<file path="src/rtl/get_reg_pkg.sv">
// getreg_pkg: shared types, ABI-name constants and the index->{name,len} lookup.
// Optional feature macro: GETREG_FP_ALIAS_EN (x8 reads "fp" instead of "s0").
package getreg_pkg;
  localparam int REG_IDX_W = 5;

  typedef logic [31:0] reg_name_t;
  typedef logic [2:0]  reg_len_t;

  typedef struct packed {
    reg_name_t name;
    reg_len_t  len;
  } reg_ent_t;

  // Right-justified ASCII, last character in the low byte
  localparam reg_name_t NAME_ZERO = 32'h7A65726F;
  localparam reg_name_t NAME_RA   = 32'h00007261;
  localparam reg_name_t NAME_SP   = 32'h00007370;
  localparam reg_name_t NAME_GP   = 32'h00006770;
  localparam reg_name_t NAME_TP   = 32'h00007470;
  localparam reg_name_t NAME_FP   = 32'h00006670;

  localparam logic [7:0] CH_A = 8'h61;
  localparam logic [7:0] CH_S = 8'h73;
  localparam logic [7:0] CH_T = 8'h74;
  localparam logic [7:0] CH_0 = 8'h30;
  localparam logic [7:0] CH_1 = 8'h31;

  // Letter plus one decimal digit, e.g. "a3"
  function automatic reg_name_t two_ch(input logic [7:0] c, input logic [7:0] n);
    return {16'h0000, c, CH_0 + n};
  endfunction

  // Total lookup: every 5-bit index maps to a name
  function automatic reg_ent_t reg_lookup(input logic [REG_IDX_W-1:0] idx);
    reg_ent_t   e;
    logic [7:0] i8;
    i8     = {3'b000, idx};
    e.name = NAME_ZERO;
    e.len  = 3'd2;
    if (idx == 5'd0) begin
      e.name = NAME_ZERO;
      e.len  = 3'd4;
    end
    else if (idx == 5'd1) e.name = NAME_RA;
    else if (idx == 5'd2) e.name = NAME_SP;
    else if (idx == 5'd3) e.name = NAME_GP;
    else if (idx == 5'd4) e.name = NAME_TP;
    else if (idx <= 5'd7) e.name = two_ch(CH_T, i8 - 8'd5);
    else if (idx == 5'd8) begin
`ifdef GETREG_FP_ALIAS_EN
      e.name = NAME_FP;
`else
      e.name = two_ch(CH_S, 8'd0);
`endif
    end
    else if (idx == 5'd9)  e.name = two_ch(CH_S, 8'd1);
    else if (idx <= 5'd17) e.name = two_ch(CH_A, i8 - 8'd10);
    else if (idx <= 5'd25) e.name = two_ch(CH_S, i8 - 8'd16);
    else if (idx <= 5'd27) begin
      // s10 / s11 are the only three-character names
      e.name = {8'h00, CH_S, CH_1, CH_0 + (i8 - 8'd26)};
      e.len  = 3'd3;
    end
    else e.name = two_ch(CH_T, i8 - 8'd25);
    return e;
  endfunction
endpackage

</file>
<file path="src/rtl/get_reg_if.sv">
// get_reg_if: request/result bundle for the register-name lookup lanes.
interface get_reg_if #(parameter int NUM_PORTS = 3);
  import getreg_pkg::*;

  logic      [NUM_PORTS-1:0]                in_valid;
  logic      [NUM_PORTS-1:0][REG_IDX_W-1:0] in_idx;
  logic      [NUM_PORTS-1:0]                out_valid;
  reg_name_t [NUM_PORTS-1:0]                out_name;
  reg_len_t  [NUM_PORTS-1:0]                out_len;

  modport master (output in_valid, in_idx, input out_valid, out_name, out_len);
  modport slave  (input in_valid, in_idx, output out_valid, out_name, out_len);
endinterface

</file>
<file path="src/rtl/get_reg_lut.sv">
// get_reg_lut: combinational single-lane index -> ABI name/length.
import getreg_pkg::*;

module get_reg_lut (
  input  logic [REG_IDX_W-1:0] idx,
  output reg_name_t            name,
  output reg_len_t             len
);
  reg_ent_t ent;

  // Pure table lookup via the shared package function
  always_comb begin
    ent  = reg_lookup(idx);
    name = ent.name;
    len  = ent.len;
  end
endmodule

</file>
<file path="src/rtl/get_reg.sv">
// get_reg: NUM_PORTS independent register-name lookups, one-cycle registered.
// Optional feature macro: GETREG_FP_ALIAS_EN (x8 reads "fp").
import getreg_pkg::*;

module get_reg #(
  parameter int NUM_PORTS = 3
) (
  input  logic     clk,
  input  logic     rst_n,
  get_reg_if.slave bus
);
  reg_name_t [NUM_PORTS-1:0] lut_name;
  reg_len_t  [NUM_PORTS-1:0] lut_len;

  for (genvar g = 0; g < NUM_PORTS; g++) begin : g_lane
    get_reg_lut u_lut (
      .idx  (bus.in_idx[g]),
      .name (lut_name[g]),
      .len  (lut_len[g])
    );
  end

  // Output registers: load on valid, otherwise hold data and drop valid
  always_ff @(posedge clk or negedge rst_n) begin
    if (!rst_n) begin
      bus.out_valid <= '0;
      bus.out_name  <= '0;
      bus.out_len   <= '0;
    end else begin
      bus.out_valid <= bus.in_valid;
      for (int i = 0; i < NUM_PORTS; i++) begin
        if (bus.in_valid[i]) begin
          bus.out_name[i] <= lut_name[i];
          bus.out_len[i]  <= lut_len[i];
        end
      end
    end
  end
endmodule

</file>
<file path="src/flat_wrapper.sv">
// flat-port wrapper written by rule: the top's interface ports become plain ports
module get_reg_flat 
#(
  parameter int NUM_PORTS = 3
)
  (clk, rst_n, bus_in_valid, bus_in_idx, bus_out_valid, bus_out_name, bus_out_len);
  get_reg_if #(.NUM_PORTS(NUM_PORTS)) bus_i ();
  input  logic clk;
  input  logic rst_n;
  input wire logic [$bits(bus_i.in_valid)-1:0] bus_in_valid;
  input wire logic [$bits(bus_i.in_idx)-1:0] bus_in_idx;
  output wire logic [$bits(bus_i.out_valid)-1:0] bus_out_valid;
  output wire logic [$bits(bus_i.out_name)-1:0] bus_out_name;
  output wire logic [$bits(bus_i.out_len)-1:0] bus_out_len;
  assign bus_i.in_valid = bus_in_valid;
  assign bus_i.in_idx = bus_in_idx;
  assign bus_out_valid = bus_i.out_valid;
  assign bus_out_name = bus_i.out_name;
  assign bus_out_len = bus_i.out_len;
  get_reg #(.NUM_PORTS(NUM_PORTS)) u_core (.clk(clk), .rst_n(rst_n), .bus(bus_i));
endmodule
</file>
<file path="config.mk">
export PLATFORM = sky130hd
export DESIGN_NAME = get_reg_flat
export DESIGN_NICKNAME = d
export VERILOG_FILES = /design/src/rtl/get_reg_pkg.sv /design/src/rtl/get_reg_if.sv /design/src/rtl/get_reg_lut.sv /design/src/rtl/get_reg.sv /design/src/flat_wrapper.sv
export SDC_FILE = /design/constraint.sdc
export NUM_CORES = 1
export LEC_CHECK = 0
export CAP_MARGIN = 20
export CORE_ASPECT_RATIO = 1.1
export CORE_MARGIN = 2
export CORE_UTILIZATION = 53
export CTS_CLUSTER_SIZE = 28
export DETAILED_ROUTE_END_ITERATION = 16
export PLACE_DENSITY = 0.9
export SETUP_SLACK_MARGIN = 0.4
export SYNTH_ARGS = -nofsm -noshare
export SYNTH_HDL_FRONTEND = slang
export SYNTH_SLANG_ARGS = --single-unit
</file>
<file path="constraint.sdc">
create_clock -name clk -period 1.1 [get_ports clk]
set_input_delay 0.22 -clock clk [delete_from_list [all_inputs] [get_ports clk]]
set_output_delay 0.22 -clock clk [all_outputs]
set_load 0.02 [all_outputs]
</file>
==> results of run 1 <==
logic make-up after synthesis:
family	Yosys count	synth area share (%)
AND/OR/NAND/NOR	141	16.2
multiplexers	2	0.442
adder cells (fa/ha/maj)	36	9.95
other	1	0.0828
flip-flops	54	29.9
AO/OA/AOI/OAI	174	27.2
buffers and inverters	120	14.8
XOR/XNOR	8	1.55
synth_stat cells (all sizes together), types with 4 or more instances:
master | instances | area share [%]
nand3b | 4 | 0.66
nor4 | 4 | 0.69
o211ai | 5 | 0.83
clkbuf | 13 | 1.1
nor3 | 13 | 1.5
a211o | 4 | 0.77
dfrtp | 54 | 30
or2 | 5 | 0.69
o21a | 11 | 1.8
a211oi | 4 | 0.66
nor2 | 40 | 3.3
buf | 68 | 10
o21ai | 34 | 3.8
xnor2 | 6 | 1.2
nand3 | 8 | 0.88
nand2b | 9 | 1.3
o32ai | 5 | 0.97
ha | 36 | 10
inv | 39 | 3.2
a31oi | 11 | 1.5
nand2 | 33 | 2.7
a21o | 5 | 0.83
and3 | 4 | 0.55
o22ai | 11 | 1.5
o22a | 4 | 0.77
nand4 | 4 | 0.55
o2111ai | 5 | 0.97
a311oi | 4 | 0.77
a21oi | 29 | 3.3
nor2b | 4 | 0.55
through the flow:
stage / utilization, % / cells / cell area (um2) / setup slack [ns]
after detailed placement: 80.2 / 833 / 6670 / -1.54
after global placement: 80.2 / 833 / 6670 / -1.46
after floorplan: - / 559 / 5140 / -0.944
==> impl_metrics.prom, run 1 <==
# TYPE chip_impl_metric gauge
chip_impl_metric{name="cts.sinks",unit=""} 54
chip_impl_metric{name="post_synth_instance_area",unit="mm2"} 0.00453
chip_impl_info{name="run_status",value="stopped before the end"} 1
chip_impl_metric{name="port_buffers",unit=""} 103
chip_impl_metric{name="post_synth_num_cell_types",unit=""} 74
chip_impl_metric{name="detailedPlacementHpwl",unit="um"} 12100
chip_impl_metric{name="cts_resized",unit=""} 755
chip_impl_info{name="cts_root_buf",value="clkbuf_8"} 1
chip_impl_metric{name="num_io_pins",unit=""} 128
chip_impl_info{name="toolErrorMsg",value="[ERROR DPL-0038] Utilization greater than 100%, impossible to legalize"} 1
chip_impl_metric{name="post_synth.cell_area_avg",unit="um2"} 8.45
chip_impl_metric{name="globalplace.congestion",unit=""} 1.02
chip_impl_metric{name="synth_seq_cells",unit=""} 54
chip_impl_metric{name="syn_inst",unit=""} 536
chip_impl_metric{name="die_h",unit="um"} 101
chip_impl_metric{name="row_count",unit=""} 35
chip_impl_metric{name="postCtsSetupBuffers",unit=""} 90
chip_impl_metric{name="ys_async_sr_fraction",unit="%"} 100
chip_impl_metric{name="count_of_flip_flops_with_a_built_in_enable_after_synthesis",unit=""} 0
chip_impl_info{name="haltStage",value="4_1_cts"} 1
chip_impl_metric{name="synth_sequential_area_ratio",unit="%"} 29.9
chip_impl_metric{name="die_extent_in_x",unit="um"} 92.1
chip_impl_metric{name="numCtsBuffers",unit=""} 5
chip_impl_metric{name="initial_utilization",unit="%"} 54.4
chip_impl_metric{name="max-clock-path-buffers",unit=""} 2
chip_impl_metric{name="yosysWarnings",unit=""} 0
chip_impl_metric{name="cts_max_level",unit=""} 2
chip_impl_info{name="synth_top_flop_cell",value="dfrtp_1"} 1
==> run 2: changes to the inputs <==
Settings changed: CORE_ASPECT_RATIO 1.1 to unset, CORE_UTILIZATION 53 to 40, CTS_CLUSTER_SIZE 28 to unset, PLACE_DENSITY 0.9 to unset, PLACE_DENSITY_LB_ADDON set to 0.15, SETUP_SLACK_MARGIN 0.4 to unset.
==> run 2 against run 1 <==
The flow now finishes, with violations (setup timing). Synthesized cell count did not move. Synthesized area did not move.
==> impl_metrics.prom, run 2 <==
# TYPE chip_impl_metric gauge
chip_impl_info{name="cts_root_buf",value="clkbuf_16"} 1
chip_impl_info{name="cts_tree",value="done"} 1
chip_impl_info{name="min_path_type",value="in2reg"} 1
chip_impl_metric{name="final.fill_count",unit=""} 718
chip_impl_metric{name="num_io_pins",unit=""} 128
chip_impl_metric{name="grt_pass1_vias",unit=""} 5204
chip_impl_metric{name="pwr-share-comb",unit="%"} 46.1
chip_impl_info{name="synth_top_flop_cell",value="dfrtp_1"} 1
chip_impl_metric{name="detailedPlacementHpwl",unit="um"} 11500
chip_impl_metric{name="dr_total_vias",unit=""} 5276
chip_impl_info{name="mostFrequentLayoutCell",value="buf_4"} 1
chip_impl_info{name="worstReg2RegEnd",value="u_core.bus.out_name[54]"} 1
chip_impl_info{name="crit_type",value="in2reg"} 1
chip_impl_metric{name="cellLeakagePower",unit="uW"} 0.00380
chip_impl_metric{name="cap_violations",unit=""} 0
chip_impl_metric{name="final-setup-viol-count",unit=""} 73
chip_impl_metric{name="drt_pre_antenna_iters",unit=""} 5
chip_impl_metric{name="coreArea",unit="mm2"} 0.0109
chip_impl_metric{name="power.internal",unit="uW"} 5020
chip_impl_metric{name="drcViolationCount",unit=""} 0
chip_impl_info{name="synth_area_leader_cell",value="dfrtp_1"} 1
chip_impl_metric{name="diodes",unit=""} 0
chip_impl_metric{name="worst-slew-pin-transition",unit="ns"} 0.568
chip_impl_metric{name="design.die.area",unit="mm2"} 0.0122
chip_impl_metric{name="die_extent_in_x",unit="um"} 110
chip_impl_metric{name="global_route_wire_length_before_repair",unit="um"} 26200
chip_impl_metric{name="yosysWarnings",unit=""} 0
chip_impl_metric{name="number_of_hold_violations_in_the_final_report",unit=""} 0
chip_impl_metric{name="fraction_of_layout_cells_with_a_size_suffix_above_1",unit="%"} 60.6
chip_impl_metric{name="synth_seq_cells",unit=""} 54
chip_impl_metric{name="critical_path.max_fanout",unit=""} 3
chip_impl_info{name="worst_setup_path_end_kind",value="flip-flop"} 1
chip_impl_info{name="post_synth_most_frequent_cells",value="buf_4, dfrtp_1, nor2_1"} 1
chip_impl_metric{name="clkLatencyLatePin",unit="ns"} 0.29
chip_impl_metric{name="netlist.area_leader.share",unit="%"} 29.9
chip_impl_metric{name="num-nets-final",unit=""} 869
chip_impl_metric{name="required",unit="ns"} 1.27
chip_impl_metric{name="vias_per_cell",unit=""} 5.54
chip_impl_metric{name="port_buffers",unit=""} 103
chip_impl_metric{name="worst-r2r-setup-slack",unit="ns"} 0.10
chip_impl_metric{name="post_synth_instance_area",unit="mm2"} 0.00453
chip_impl_metric{name="period_share",unit="%"} 160
chip_impl_metric{name="count_of_flip_flops_with_a_built_in_enable_after_synthesis",unit=""} 0
chip_impl_metric{name="numCtsBuffers",unit=""} 5
chip_impl_metric{name="grt_remaining_overflow",unit=""} 0
chip_impl_info{name="violations",value="setup timing"} 1
chip_impl_metric{name="max-slew-margin-rel",unit="%"} 61.8
chip_impl_info{name="mostFrequentLayoutCells",value="buf_4, buf_6, buf_2, dfrtp_1, nor2_1"} 1
chip_impl_metric{name="synth_sequential_area_ratio",unit="%"} 29.9
chip_impl_info{name="regMostFlops",value="u_core.bus.out_name"} 1
chip_impl_metric{name="worst_slack",unit="ns"} -0.656
chip_impl_metric{name="drv_slew",unit=""} 0
chip_impl_metric{name="reg2reg_depth",unit=""} 3
chip_impl_metric{name="post_synth_num_cell_types",unit=""} 74
chip_impl_info{name="crit-reg2reg-launch",value="u_core.bus.out_name[54]"} 1
chip_impl_metric{name="max-clock-path-buffers",unit=""} 2
chip_impl_metric{name="layout.core_utilization",unit="%"} 77.5
chip_impl_metric{name="post_synth.cell_area_avg",unit="um2"} 8.45
chip_impl_metric{name="syn_inst",unit=""} 536
chip_impl_metric{name="worst_setup_hold_path_clk_slew",unit="ns"} 0.07
chip_impl_metric{name="fmax",unit="MHz"} 570
chip_impl_metric{name="initial_utilization",unit="%"} 41.4
chip_impl_info{name="run_status",value="complete, but fails checks"} 1
chip_impl_metric{name="hold_path_depth",unit=""} 4
chip_impl_info{name="largestRegisters",value="u_core.bus.out_name (45), u_core.bus.out_len (6), u_core.bus.out_valid (3)"} 1
chip_impl_metric{name="global_route.usage.total",unit="%"} 27.4
chip_impl_metric{name="routed_wirelength",unit="um"} 17900
chip_impl_metric{name="relative_contribution_of_sequential_cells_to_total_power",unit="%"} 30.1
chip_impl_metric{name="largest_register_ffs",unit=""} 45
chip_impl_info{name="synthTopCellsByArea",value="dfrtp_1, ha_1, buf_4, o21ai_0, nor2_1"} 1
chip_impl_metric{name="cts.sinks",unit=""} 54
chip_impl_metric{name="post_drt_wl_per_cell",unit="um"} 18.8
chip_impl_metric{name="grt_start_max_net_pins",unit=""} 55
chip_impl_info{name="holdCritStartpoint",value="bus_in_idx[5]"} 1
chip_impl_metric{name="drt_iter0_drc",unit=""} 255
chip_impl_metric{name="fin_worst_skew",unit="ns"} 0
chip_impl_metric{name="drtAntennaViolNets",unit=""} 0
chip_impl_metric{name="max-vdd-ir-drop",unit="uV"} 605
chip_impl_metric{name="netSwitchingFraction",unit="%"} 35.3
chip_impl_info{name="critPathLaunchType",value="primary input"} 1
chip_impl_metric{name="die_h",unit="um"} 110
chip_impl_metric{name="globalplace.congestion",unit=""} 0.949
chip_impl_metric{name="p_clk_share",unit="%"} 23.8
chip_impl_metric{name="cts_max_level",unit=""} 2
chip_impl_metric{name="timing.critical_path.arrival",unit="ns"} 1.93
chip_impl_metric{name="ys_async_sr_fraction",unit="%"} 100
chip_impl_info{name="grt_setup_unrepaired",value="true"} 1
chip_impl_metric{name="post-route-min-period",unit="ns"} 1.76
chip_impl_metric{name="power.net_switching",unit="uW"} 2740
chip_impl_metric{name="design_power_total",unit="uW"} 7760
chip_impl_metric{name="area_delta_synth_final",unit="%"} 87.2
chip_impl_metric{name="detailedPlace.worstSlack",unit="ns"} -1.47
chip_impl_info{name="endpoint_of_the_worst_hold_timing_path",value="u_core.bus.out_name[32]"} 1
chip_impl_metric{name="cellPowerDensity",unit="mW/mm2"} 916
chip_impl_metric{name="row_count",unit=""} 38
chip_impl_metric{name="antenna_violations_before_repair",unit=""} 0
==> run 2: cell counts after synthesis <==
No cell type changed its count.
==> run 2: what timing repair did <==
item	CTS	global route
hold buffers	1	0
setup endpoints to repair	134	90
gates cloned	2	0
resized for setup	605	121
buffers inserted	39	29
pin swaps	77	50
hold endpoints to repair	54	0
==> run 2: area by class of cell <==
cell class	count	area, um2	share of cell area (%)
Sequential cell	54	1360	16.0
Tap cell	140	175	2.07
Clock buffer	6	139	1.64
Inverter	39	194	2.29
Multi-Input combinational cell	386	3730	44.0
Timing Repair Buffer	327	2850	33.6
Clock inverter	1	30.0	0.354
==> run 2: kinds of logic after synthesis <==
family | count (synthesis) | synth area share, %
adder cells (fa/ha/maj) | 36 | 9.95
XOR/XNOR | 8 | 1.55
buffers and inverters | 120 | 14.8
flip-flops | 54 | 29.9
other | 1 | 0.0828
multiplexers | 2 | 0.442
AO/OA/AOI/OAI | 174 | 27.2
AND/OR/NAND/NOR | 141 | 16.2
==> run 2: layer usage <==
metal	routed length [um]	up-vias	part of all wire [%]	global-route usage, %
met5	0	-	0	0
li1	-	2420	-	-
met4	718	0	4.0	12.2
met1	7070	2562	39	33.7
met2	9160	233	51	47.4
met3	977	61	5.5	3.88
==> run 2: power groups by stage <==
| stage | clock network (uW) | logic (uW) | registers (uW) |
|---|---|---|---|
| floorplan | 0 | 1300 | 2620 |
| global placement | 0 | 2840 | 2360 |
| detailed placement | 0 | 2860 | 2370 |
| CTS | 1890 | 3140 | 2330 |
| global route | 1990 | 3780 | 2360 |
| finish | 1850 | 3580 | 2340 |
==> run 2: worst max-delay path by stage <==
stage                   start                      end  slack (ns)  cells after the start
4_1_cts        bus_in_idx[11]  u_core.bus.out_name[69]       -0.68                      9
3_3_place_gp   bus_in_idx[11]  u_core.bus.out_name[69]       -1.46                      9
5_1_grt        bus_in_idx[11]  u_core.bus.out_name[69]       -0.69                      9
6_report        bus_in_idx[6]  u_core.bus.out_name[37]       -0.66                      9
2_1_floorplan   bus_in_idx[6]  u_core.bus.out_name[37]       -0.94                      9
3_5_place_dp   bus_in_idx[11]  u_core.bus.out_name[69]       -1.47                      9
==> run 2: metrics by stage <==
step | TNS (ns) | hold WS, ns | instances | area, um2
floorplan | -22.47 | -0.0756 | 559 | 4950
finish | -20.49 | 0.380 | 953 | 8480
global placement | -65.69 | 0.245 | 882 | 6800
CTS | -18.04 | 0.378 | 931 | 7820
global route | -23.80 | 0.389 | 953 | 8480
detailed placement | -67.66 | 0.245 | 882 | 6800
==> run 2: worst max-delay path, cell delays in order <==
cell and delay (ns):
buf_8 0.10, buf_6 0.12, ha_4 0.15, and3b_2 0.24
a211o_1 0.26, a221oi_2 0.31, ha_2 0.34, o22ai_2 0.08
a31oi_1 0.09
Power figures use the tool's default switching activity.
